--- config.mk ---
export PLATFORM = sky130hd
export DESIGN_NAME = gamepad_poller
export DESIGN_NICKNAME = d
export VERILOG_FILES = /design/src/rtl/gamepad_poller.sv
export SDC_FILE = /design/constraint.sdc
export NUM_CORES = 1
export LEC_CHECK = 0
export CAP_MARGIN = 20
export CORE_MARGIN = 1.5
export CORE_UTILIZATION = 30
export DETAILED_ROUTE_END_ITERATION = 10
export GPL_TIMING_DRIVEN = 0
export PLACE_DENSITY_LB_ADDON = 0.15
export SLEW_MARGIN = 30
export SYNTH_ARGS = -nofsm -noshare
export SYNTH_HDL_FRONTEND = slang
export SYNTH_SLANG_ARGS = --single-unit
--- constraint.sdc ---
create_clock -name i_clk -period 2.6 [get_ports i_clk]
set_input_delay 0.52 -clock i_clk [delete_from_list [all_inputs] [get_ports i_clk]]
set_output_delay 0.52 -clock i_clk [all_outputs]
set_load 0.01 [all_outputs]
--- src/rtl/gamepad_poller.sv ---
`default_nettype none
// ----------------------------------------------------------------------------
// gamepad_poller - shared latch/clock NES/SNES poller; optional GAMEPAD_PRESENT_DETECT_EN. Rev 1.0
// ----------------------------------------------------------------------------
module gamepad_poller #(
  parameter int NUM_PADS     = 2,
  parameter int NUM_BITS     = 8,
  parameter int HALF_PERIOD  = 162,
  parameter int LATCH_CYCLES = 324,
  parameter int POLL_CYCLES  = 225000
) (
  input  logic                         i_clk,
  input  logic                         i_rst,
  input  logic                         i_enable,
  input  logic [NUM_PADS-1:0]          i_serial_data,
  output logic                         o_data_latch,
  output logic                         o_data_clock,
  output logic [NUM_PADS*NUM_BITS-1:0] o_buttons,
  output logic                         o_valid,
  output logic [NUM_PADS-1:0]          o_present
);

`ifdef GAMEPAD_PRESENT_DETECT_EN
  localparam int NB = NUM_BITS + 1;
`else
  localparam int NB = NUM_BITS;
`endif
  localparam int TMR_W   = $clog2(POLL_CYCLES + 1);
  localparam int CNT_MAX = (LATCH_CYCLES > HALF_PERIOD) ? LATCH_CYCLES : HALF_PERIOD;
  localparam int CNT_W   = $clog2(CNT_MAX + 1);
  localparam int IDX_W   = $clog2(NB);

  localparam logic [TMR_W-1:0] POLL_LOAD  = TMR_W'(POLL_CYCLES - 1);
  localparam logic [CNT_W-1:0] LATCH_LOAD = CNT_W'(LATCH_CYCLES - 1);
  localparam logic [CNT_W-1:0] HALF_LOAD  = CNT_W'(HALF_PERIOD - 1);
  localparam logic [IDX_W-1:0] IDX_LAST   = IDX_W'(NB - 1);

  localparam logic [1:0] IDLE   = 2'd0;
  localparam logic [1:0] LATCH  = 2'd1;
  localparam logic [1:0] CLK_LO = 2'd2;
  localparam logic [1:0] CLK_HI = 2'd3;

  logic [1:0]                   state;
  logic [TMR_W-1:0]             timer;
  logic [CNT_W-1:0]             cnt;
  logic [IDX_W-1:0]             idx;
  logic [NUM_PADS-1:0]          sync1;
  logic [NUM_PADS-1:0]          sync2;
  logic [NB-1:0]                shreg [NUM_PADS];
  logic [NUM_PADS*NUM_BITS-1:0] commit_buttons;
  logic [NUM_PADS-1:0]          commit_present;
  logic                         start;

  assign start = (state == IDLE) && i_enable && (timer == '0);

  always_ff @(posedge i_clk or posedge i_rst) begin
    if (i_rst) begin
      sync1 <= '1;
      sync2 <= '1;
    end else begin
      sync1 <= i_serial_data;
      sync2 <= sync1;
    end
  end

  // Free-running frame-rate timer; it keeps counting in IDLE so a late enable starts at once.
  always_ff @(posedge i_clk or posedge i_rst) begin
    if (i_rst)
      timer <= '0;
    else if (start)
      timer <= POLL_LOAD;
    else if (timer != '0)
      timer <= timer - TMR_W'(1);
  end

  // Shift registers hold active-high bits; the presence bit is stored inverted too (1 = pad drove 0).
  always_comb begin
    commit_buttons = '0;
    commit_present = '1;
    for (int p = 0; p < NUM_PADS; p++) begin
`ifdef GAMEPAD_PRESENT_DETECT_EN
      commit_present[p] = shreg[p][NUM_BITS];
      commit_buttons[p*NUM_BITS +: NUM_BITS] =
        shreg[p][NUM_BITS] ? shreg[p][NUM_BITS-1:0] : '0;
`else
      commit_buttons[p*NUM_BITS +: NUM_BITS] = shreg[p][NUM_BITS-1:0];
`endif
    end
  end

  always_ff @(posedge i_clk or posedge i_rst) begin
    if (i_rst) begin
      state        <= IDLE;
      cnt          <= '0;
      idx          <= '0;
      o_data_latch <= 1'b0;
      o_data_clock <= 1'b0;
      o_valid      <= 1'b0;
      o_buttons    <= '0;
      o_present    <= '1;
      for (int p = 0; p < NUM_PADS; p++) shreg[p] <= '0;
    end else begin
      o_valid <= 1'b0;
      case (state)
        IDLE: begin
          if (start) begin
            state        <= LATCH;
            o_data_latch <= 1'b1;
            cnt          <= LATCH_LOAD;
          end
        end
        LATCH: begin
          if (cnt == '0) begin
            state        <= CLK_LO;
            o_data_latch <= 1'b0;
            cnt          <= HALF_LOAD;
            idx          <= '0;
          end else begin
            cnt <= cnt - CNT_W'(1);
          end
        end
        CLK_LO: begin
          if (cnt == '0) begin
            state        <= CLK_HI;
            o_data_clock <= 1'b1;
            cnt          <= HALF_LOAD;
            for (int p = 0; p < NUM_PADS; p++) shreg[p][idx] <= ~sync2[p];
          end else begin
            cnt <= cnt - CNT_W'(1);
          end
        end
        CLK_HI: begin
          if (cnt == '0) begin
            o_data_clock <= 1'b0;
            if (idx == IDX_LAST) begin
              state     <= IDLE;
              o_valid   <= 1'b1;
              o_buttons <= commit_buttons;
              o_present <= commit_present;
            end else begin
              state <= CLK_LO;
              idx   <= idx + IDX_W'(1);
              cnt   <= HALF_LOAD;
            end
          end else begin
            cnt <= cnt - CNT_W'(1);
          end
        end
        default: state <= IDLE;
      endcase
    end
  end

endmodule
`default_nettype wire
Word-level counts from Yosys, hierarchy flattened

Cells that the tools add are included.
W data, S select, Z words.

Add/sub/neg operators: 3
Magnitude comparators: 2
Eq/ne operators: 10
Mux-type cells: 29
Bitwise operators: 2
Reductions and logical operators: 19

Operators by type and width:

| kind                    | number |
|---|---|
| $mux W18                | 2 |
| $mux W9                 | 4 |
| $pmux W9 S3             | 1 |
| $logic_not A18 Y1       | 1 |
| $reduce_bool A18 Y1     | 1 |
| $sub A18 B1 Y18 const B | 1 |
| $bwmux W8               | 2 |
| $mux W2                 | 5 |
| $ne A2 B2 Y1 const B    | 5 |
| $logic_not A9 Y1        | 1 |
| $mux W3                 | 3 |
| $reduce_and A3 Y1       | 3 |
| $sub A9 B1 Y9 const B   | 1 |
| $pmux W2 S4             | 1 |
| $reduce_and A4 Y1       | 2 |
| $reduce_bool A2 Y1      | 4 |
| $mux W1                 | 7 |
| $pmux W3 S2             | 1 |
| $eq A2 B2 Y1 const B    | 2 |
| $lt A3 B4 Y1 const B    | 1 |
| $pmux W1 S2             | 2 |
| $reduce_and A2 Y1       | 2 |
| $add A3 B1 Y3 const B   | 1 |
| $demux W1 S3            | 1 |
| 8 further kinds         | 11 |

Register bits: 71
Bits of input ports: 5
Output and inout port bits: 21
Logic and storage cells: 77

Depth between registers and ports, before layout

Gate-level depths: netlist (run 1).

Depth in word-level cells: 5
Mapped depth: 9
Depth with buffers taken out: 7

Worst setup path after synthesis (run 1)

No wires, ideal clock.

Kind: register to register
From: register cnt[0]
To: register o_buttons[0]
Arrival time: 1.963 ns
Data required time: 2.475 ns
Setup slack: 0.512 ns
Cell stages (with the launch flop): 8
Path through: dfrtp_1 > inv_1 > ha_1 > or4b_1 > buf_4 > nor3_4 > buf_4 > mux2_2

Longest elaborated chain between the ends: 2

Ends and longest elaborated chain:

| element                            | RTL line | text |
|---|---|---|
| start: declaration                 | 45       | `logic [CNT_W-1:0] cnt;` |
| start signal: assignment           | 119      | `cnt <= cnt - CNT_W'(1);` |
| start signal: assignment           | 129      | `cnt <= cnt - CNT_W'(1);` |
| start signal: assignment           | 146      | `cnt <= cnt - CNT_W'(1);` |
| $logic_not A9 Y1                   | 133      | `if (cnt == '0) begin` |
| $reduce_and A3 Y1 (no source line) | -        |  |
| end signal: assignment             | 138      | `o_buttons <= commit_buttons;` |
| end: declaration                   | 18       | `output logic [NUM_PADS*NUM_BITS-1:0] o_buttons,` |

Every way passes these cells.
A chain may end at the register's enable or synchronous reset.

Worst setup path after layout (run 1)

Same ends and word-level chain as after synthesis.

==> metrics.csv, run 1 <==
stage;metric;value;unit
synthesis;number of distinct standard cells referenced by the synthesized netlist;59;
clock_tree;Gates resized, CTS repair;0;
sta;Worst Hold Slack;0.3588;ns
sta;maximum clock frequency;437.1;MHz
synthesis;Syn Inst Count;302;
power;switching power of the nets;0.4841;mW
global_route;vias in the first global route;2354;
cells_and_area;final cell count without fillers;483;
clock_tree;Clock Latency Late Sink;0.35;ns
die;area of the core region;10790;um2
power;relative contribution of combinational cells to total power;1.7;%
sta;Final Worst Setup Slack;0.3120;ns
setup_path;kind of end point of the critical path;register;
power;Seq pwr share;51.2;%
power;total power draw;2.175;mW
sta;Final Skew;0.01251;ns
drt;detailed router's first-iteration violation count;57;
job;max-capacitance violation count;0;
power;leakage power of the design;1.704;nW
power;internal power;1.691;mW
cells_and_area;area added between synthesis and finish;20.19;%
clock_tree;CTS tree;built;
sta;count of final max-slew check failures;0;
setup_path;cell chain of the critical path;inv_1, ha_1, or4b_1, buf_4, nor3_4, buf_4, mux2_2;
synthesis;register bit count reported by yosys;71;
sta;final worst path period need;2.288;ns
run_status;result of the run;finished clean;
global_route;Total GRT Usage;13.57;%
clock_tree;Clock transition at path regs;0.09;ns
clock_tree;cell at the root of the clock tree;sky130_fd_sc_hd__clkbuf_8;
clock_tree;count of clock tree sinks;71;
power;clock power share;47.2;%
power;sw frac;22.25;%
drt;count of TritonRoute iterations in the first routing pass;4;
die;Die Area;11650;um2
setup_path;largest incremental delay on the critical path;0.44;ns
setup_path;Crit path required time;2.84;ns
setup_path;cell mode on critical path;sky130_fd_sc_hd__buf_4;
drt;via count;2360;
setup_path;Critical-path top delay cell;sky130_fd_sc_hd__dfrtp_1;
clock_tree;H-Tree Level Count;3;
sta;max_slew headroom;61.68;%
cells_and_area;post-layout util;36.78;%
placement;Placed Cells incl. Taps;467;
synthesis;most frequent cells after synthesis;sky130_fd_sc_hd__dfrtp_1, sky130_fd_sc_hd__nand2_1, sky130_fd_sc_hd__o21ai_0, sky130_fd_sc_hd__nor2_1, sky130_fd_sc_hd__mux2_2;
sta;number of setup violations in the final report;0;
setup_path;crit path kind;reg -> reg;
synthesis;number of flops mapped to enable cells by yosys;0;
global_route;wire length of the first global-routing pass;12100;um
synthesis;Post-Synthesis Mean Instance Area;10.94;um2
synthesis;leading post-synthesis cells by cell area;sky130_fd_sc_hd__dfrtp_1, sky130_fd_sc_hd__mux2_2, sky130_fd_sc_hd__o21ai_0;
cells_and_area;number of nets in the layout;347;
die;Top Ports;26;
sta;slew at the pin closest to its max-slew limit;0.5704;ns
cells_and_area;fraction of final layout cells with drive strength greater than 1;17.20;%
clock_tree;post-CTS setup buffer count;0;
power;total power divided by cell area;547.9;nW/um2
worst_hold_path;Hold/Removal Path Class;reg -> reg;
drt;number of nets with antenna violations after routing;0;
setup_path;critical path data arrival time;2.53;ns
cells_and_area;Filler cells;1090;
sta;final period utilization;88.00;%
cells_and_area;number of diodes added for antenna fixing;0;
placement;RD Place Congestion;0.7918;
die;initial core utilization;30.61;%
synthesis;post-synth top area cell;sky130_fd_sc_hd__dfrtp_1;
synthesis;fraction of registers with async set or reset after synthesis;100.0;%
synthesis;register area share after synthesis;53.94;%
cells_and_area;final non-filler cell area;3970;um2
sta;unrepaired setup endpoints after global routing;false;
synthesis;most frequently used flop master after synthesis;sky130_fd_sc_hd__dfrtp_1;
synthesis;count leader, synth;sky130_fd_sc_hd__dfrtp_1;
drt;total length of routed wires;6998;um
drt;total DRC errors in the routed layout;0;
sta;Hold Fails Final Rpt;0;
drt;via-per-instance ratio;4.886;
global_route;global route total overflow;0;
sta;Setup Total Neg Slack;0;ns
setup_path;launching element type of the critical path;register;
placement;I/O Buffers;23;
synthesis;top cell type's share of synthesized area;50.76;%
die;placement row count;38;
synthesis;YS warnings;0;
placement;Setup Slack @ Placement;-0.2732;ns
global_route;number of antenna violations at the first check in global routing;0;
placement;placed cell area;3735;um2
power;worst IR drop on VDD;0.2416;mV
placement;total half-perimeter wirelength after legalization and detailed placement;4741;um
clock_tree;CTS Hold Bufs;0;
drt;Routed WL per cell;14.49;um
synthesis;Post-Synthesis Cell Area;3303;um2
global_route;maximum number of pins on one net before global-route repair;40;
die;die outline width;107.9;um
clock_tree;number of buffers inserted during clock tree synthesis;9;
clock_tree;Max Root-Sink Buffers;2;
die;Die Y-Extent;107.9;um
setup_path;critical path peak fanout;10;
==> state kept, by name (all words and copies together), names as in the netlist <==
name	count
o_buttons	16
o_valid	1
o_data_clock	1
commit_buttons	16
sync2	2
cnt	9
timer	18
sync1	2
o_data_latch	1
idx	3
state	2
==> final cells by class <==
cell class | count | area, um2 | share of cell area [%]
repair buffers | 24 | 250.2 | 6.303
plain buffers | 10 | 61.31 | 1.544
multi-input cells | 213 | 1435 | 36.15
clock inverters | 6 | 92.59 | 2.332
clock buffers | 10 | 137.6 | 3.467
flip-flops and latches | 71 | 1782 | 44.88
well taps | 140 | 175.2 | 4.412
inverters | 9 | 36.28 | 0.9140
==> critical path, delay by kind of cell (launching register included) <==
family / cells / cell delay [ns]
fa+ha+maj: 1 / 0.23
buf+inv: 3 / 0.51
flops: 1 / 0.44
mux: 1 / 0.35
simple gates: 2 / 0.65
==> routing by layer <==
layer  GRT usage [%]  part of all wire [%]  vias up
li1                -                     -     1166
met3           3.677                   3.3        9
met1           19.02                    51     1153
met5               0                     0        -
met2           20.20                    44       32
met4           4.793                   1.3        0
==> placed cells by master, fill, tap and decap left out, drive strengths merged, types with 3 or more instances in the layout <==
| cell type | netlist | layout |
|---|---|---|
| ha | 4 | 4 |
| clkbuf | 4 | 14 |
| nand2 | 34 | 34 |
| a21oi | 12 | 12 |
| nand4b | 6 | 6 |
| o21ai | 29 | 29 |
| dfstp | 4 | 4 |
| inv | 9 | 10 |
| nor2 | 24 | 24 |
| xnor2 | 4 | 4 |
| nand3 | 8 | 8 |
| and3 | 5 | 5 |
| a22oi | 4 | 4 |
| nor4 | 5 | 5 |
| xor2 | 4 | 4 |
| mux2 | 16 | 16 |
| nor3 | 8 | 8 |
| clkdlybuf4s50 | 0 | 23 |
| nor4b | 4 | 4 |
| nand3b | 3 | 3 |
| dfrtp | 67 | 67 |
| and4 | 3 | 3 |
| buf | 6 | 7 |
| nand4 | 6 | 6 |
==> path summary, 6_finish.rpt <==
| check | slack [ns] | startpoint | end | cells after the start |
|---|---|---|---|---|
| hold / removal | 0.36 | sync1[1]$_DFF_PP1_ | sync2[1]$_DFF_PP1_ | 0 |
| hold reg to reg | 0.36 | sync1[1]$_DFF_PP1_ | sync2[1]$_DFF_PP1_ | 0 |
| setup / recovery | 0.31 | cnt[0]$_DFFE_PP0P_ | o_buttons[0]$_DFFE_PP0P_ | 7 |
| max in group asynchronous | 1.43 | i_rst | sync1[0]$_DFF_PP1_ | 3 |
| min in group asynchronous | 0.55 | i_rst | o_buttons[14]$_DFFE_PP0P_ | 2 |
| setup reg to reg | 0.31 | cnt[0]$_DFFE_PP0P_ | o_buttons[0]$_DFFE_PP0P_ | 7 |
==> power by group through the flow <==
stage | logic [mW] | registers (mW) | clock network (mW)
2_1_floorplan | 0.0199 | 1.13 | 0
4_1_cts | 0.0383 | 1.11 | 1.07
3_5_place_dp | 0.0384 | 1.14 | 0
3_3_place_gp | 0.0342 | 1.14 | 0
5_1_grt | 0.0423 | 1.11 | 1.11
6_report | 0.0360 | 1.11 | 1.03
==> cell families (layout without fill, tap and decap cells) <==
group / count (synthesis) / after routing / synth area share, %
AOI/OAI and AO/OA: 63 / 63 / 11.86
and+or+nand+nor: 118 / 118 / 21.52
adders and majority gates: 4 / 4 / 1.515
DFF: 71 / 71 / 53.94
other: 1 / 2 / 0.1135
xor gates and xnor gates: 8 / 8 / 2.121
muxes: 18 / 18 / 6.061
buffers and inverters: 19 / 59 / 2.878
Note: power is estimated with default switching activity, not from simulation.
==> inputs of run 2 (changes only) <==
- clock period: 2.6 -> 2.4 ns (I/O delays scaled with it)
==> run 2 against run 1 <==
Global-route usage unchanged; largest power group unchanged; critical path depth unchanged; via count down 0.13%; clock power up 8%; utilization about the same; hold slack unchanged; largest cell class unchanged; non-clock buffer count unchanged; wire length unchanged; highest routed layer unchanged; flip-flop and latch count unchanged.
==> metrics.csv, run 2 (synthesis gave the netlist of run 1 again) <==
stage;metric;value;unit;change
sta;count of final max-slew check failures;0;;unchanged
placement;total half-perimeter wirelength after legalization and detailed placement;4741;um;unchanged
cells_and_area;final non-filler cell area;3974;um2;was 3970 um2
global_route;GR met1 Demand/Resource;19.02;%;unchanged
cells_and_area;number of diodes added for antenna fixing;0;;unchanged
clock_tree;number of buffers inserted during clock tree synthesis;9;;unchanged
setup_path;launching element type of the critical path;register;;unchanged
sta;Setup Total Neg Slack;0;ns;unchanged
placement;placed cell area;3735;um2;unchanged
sta;Hold Fails Final Rpt;0;;unchanged
global_route;most used routing layer;met2;;unchanged
die;Top Ports;26;;unchanged
sta;maximum clock frequency;440.9;MHz;was 437.1 MHz
global_route;wire length of the first global-routing pass;12100;um;unchanged
sta;Final Skew;0.01241;ns;was 0.01251 ns
job;max-capacitance violation count;0;;unchanged
drt;via count;2357;;was 2360
worst_hold_path;Hold/Removal Path Class;reg -> reg;;unchanged
global_route;maximum number of pins on one net before global-route repair;40;;unchanged
sta;slew at the pin closest to its max-slew limit;0.5698;ns;was 0.5704 ns
sta;max_slew headroom;61.72;%;was 61.68%
setup_path;Crit path required time;2.64;ns;was 2.84 ns
global_route;Total GRT Usage;13.57;%;unchanged
setup_path;critical path data arrival time;2.51;ns;was 2.53 ns
placement;I/O Buffers;23;;unchanged
clock_tree;Max Root-Sink Buffers;2;;unchanged
setup_path;origin of the critical flop-to-flop path;cnt[0]$_DFFE_PP0P_;;unchanged
sta;Final Worst Setup Slack;0.1317;ns;was 0.3120 ns
die;area of the core region;10790;um2;unchanged
cells_and_area;area occupied by multi-input gates;1435;um2;unchanged
cells_and_area;most used cells in the layout excluding fill and tap cells;sky130_fd_sc_hd__dfrtp_1, sky130_fd_sc_hd__nand2_1, sky130_fd_sc_hd__o21ai_0;;unchanged
drt;number of nets with antenna violations after routing;0;;unchanged
power;leakage power of the design;1.704;nW;about the same
clock_tree;Clock transition at path regs;0.09;ns;about the same
cells_and_area;Filler cells;1090;;unchanged
sta;number of setup violations in the final report;0;;unchanged
die;Die Y-Extent;107.9;um;unchanged
setup_path;worst-case register-to-register setup slack;0.13;ns;was 0.31 ns
die;placement row count;38;;unchanged
drt;count of TritonRoute iterations in the first routing pass;4;;unchanged
setup_path;worst reg2reg endpoint;o_buttons[9]$_DFFE_PP0P_;;was o_buttons[0]$_DFFE_PP0P_
run_status;result of the run;finished clean;;unchanged
global_route;number of antenna violations at the first check in global routing;0;;unchanged
global_route;GR Util met3;3.677;%;unchanged
setup_path;r2r worst-path depth;7;;unchanged
drt;total DRC errors in the routed layout;0;;unchanged
global_route;vias in the first global route;2354;;unchanged
clock_tree;count of clock tree sinks;71;;unchanged
cells_and_area;most flop-heavy register;timer;;unchanged
cells_and_area;area added between synthesis and finish;20.30;%;was 20.19%
die;initial core utilization;30.61;%;unchanged
die;Die Area;11650;um2;unchanged
clock_tree;H-Tree Level Count;3;;unchanged
drt;total length of routed wires;6998;um;unchanged
setup_path;kind of end point of the critical path;register;;unchanged
sta;final worst path period need;2.268;ns;was 2.288 ns
setup_path;crit path kind;reg -> reg;;unchanged
cells_and_area;Sequential Area;1782;um2;unchanged
worst_hold_path;worst hold endpoint;sync2[1]$_DFF_PP1_;;unchanged
power;worst IR drop on VDD;0.2618;mV;was 0.2416 mV
drt;via-per-instance ratio;4.880;;was 4.886
cells_and_area;final cell count without fillers;483;;unchanged
global_route;global routing met2 resource utilization;20.20;%;unchanged
worst_hold_path;depth of the worst hold-timing path;0;;unchanged
clock_tree;CTS tree;built;;unchanged
die;die outline width;107.9;um;unchanged
cells_and_area;number of flip-flops under the largest register name;18;;unchanged
placement;Setup Slack @ Placement;-0.4332;ns;was -0.2732 ns
clock_tree;cell at the root of the clock tree;sky130_fd_sc_hd__clkbuf_8;;unchanged
setup_path;critical path peak fanout;10;;unchanged
drt;detailed router's first-iteration violation count;62;;was 57
clock_tree;Clock Latency Late Sink;0.35;ns;about the same
drt;Routed WL per cell;14.49;um;unchanged
cells_and_area;number of nets in the layout;347;;unchanged
cells_and_area;leading cell type in the layout, fill and taps excluded;sky130_fd_sc_hd__dfrtp_1;;unchanged
sta;unrepaired setup endpoints after global routing;false;;unchanged
global_route;global route total overflow;0;;unchanged
worst_hold_path;startpoint of the lowest-slack hold path;sync1[1]$_DFF_PP1_;;unchanged
cells_and_area;fraction of final layout cells with drive strength greater than 1;17.20;%;unchanged
placement;Placed Cells incl. Taps;467;;unchanged
placement;RD Place Congestion;0.7918;;unchanged
power;total power divided by cell area;593.2;nW/um2;was 547.9 nW/um2
sta;final period utilization;94.51;%;was 88.00%
==> run 2: cell counts in the layout (fill, tap and decap cells not counted) <==
No cell type changed its count.
==> run 2: area by class of cell <==
type,count,area share [%]
Sequential cell,71,44.84
Clock inverter,6,2.330
Inverter,9,0.9131
Multi-Input combinational cell,213,36.11
Clock buffer,10,3.463
Timing Repair Buffer,24,6.297
Buffer,10,1.637
Tap cell,140,4.408
==> run 2: worst max path at each step <==
stage	start	to	slack, ns	depth (start not counted)
5_1_grt	cnt[0]$_DFFE_PP0P_	cnt[3]$_DFFE_PP0P_	0.0002	8
2_1_floorplan	i_rst	cnt[0]$_DFFE_PP0P_	0.13	1
6_report	cnt[0]$_DFFE_PP0P_	o_buttons[9]$_DFFE_PP0P_	0.13	7
3_5_place_dp	i_enable	cnt[5]$_DFFE_PP0P_	-0.43	5
3_3_place_gp	i_rst	o_buttons[4]$_DFFE_PP0P_	-1.26	2
4_1_cts	cnt[0]$_DFFE_PP0P_	o_buttons[0]$_DFFE_PP0P_	0.09	7
==> run 2: timing repair <==
item	in CTS	in global routing
gates resized for setup	1	1
hold buffers	0	0
setup endpoints to repair	3	7
buffers inserted	0	0
==> run 2: per-layer routing <==
layer  part of all wire, %  vias to the layer above
li1                      -                     1166
met2                    44                       29
met3                   3.2                        9
met1                    51                     1153
met5                     0                        -
met4                   1.3                        0
==> run 2: critical path, cell delays in order, from the launching register on <==
cell                      delay (ns)
sky130_fd_sc_hd__dfrtp_1        0.44
sky130_fd_sc_hd__inv_1          0.08
sky130_fd_sc_hd__ha_1           0.23
sky130_fd_sc_hd__or4b_1         0.44
sky130_fd_sc_hd__buf_4          0.19
sky130_fd_sc_hd__nor3_4         0.22
sky130_fd_sc_hd__buf_6          0.20
sky130_fd_sc_hd__mux2_2         0.35
==> run 2: power breakdown <==
| part | leakage (nW) | internal [mW] | switching, mW |
|---|---|---|---|
| clock | 0.109 | 0.619 | 0.494 |
| combinational | 0.698 | 0.0119 | 0.0270 |
| sequential | 0.897 | 1.20 | 0.00442 |
==> run 2: stage by stage <==
| stage | hold WS [ns] | utilization [%] | power [mW] |
|---|---|---|---|
| after global placement | 0.3476 | 34.40 | 1.267 |
| after global routing | 0.3652 | 36.82 | 2.451 |
| after detailed placement | 0.3473 | 34.60 | 1.271 |
| final | 0.3588 | 36.82 | 2.357 |
| after floorplan | 0.3452 | - | 1.249 |
| after CTS | 0.3602 | 36.78 | 2.402 |
==> inputs of run 3 (changes only) <==
- CTS_CLUSTER_DIAMETER: not set -> 200
- CTS_CLUSTER_SIZE: not set -> 24
==> results of run 3 <==
Final layout, timing and power as in run 2 (identical DEF).
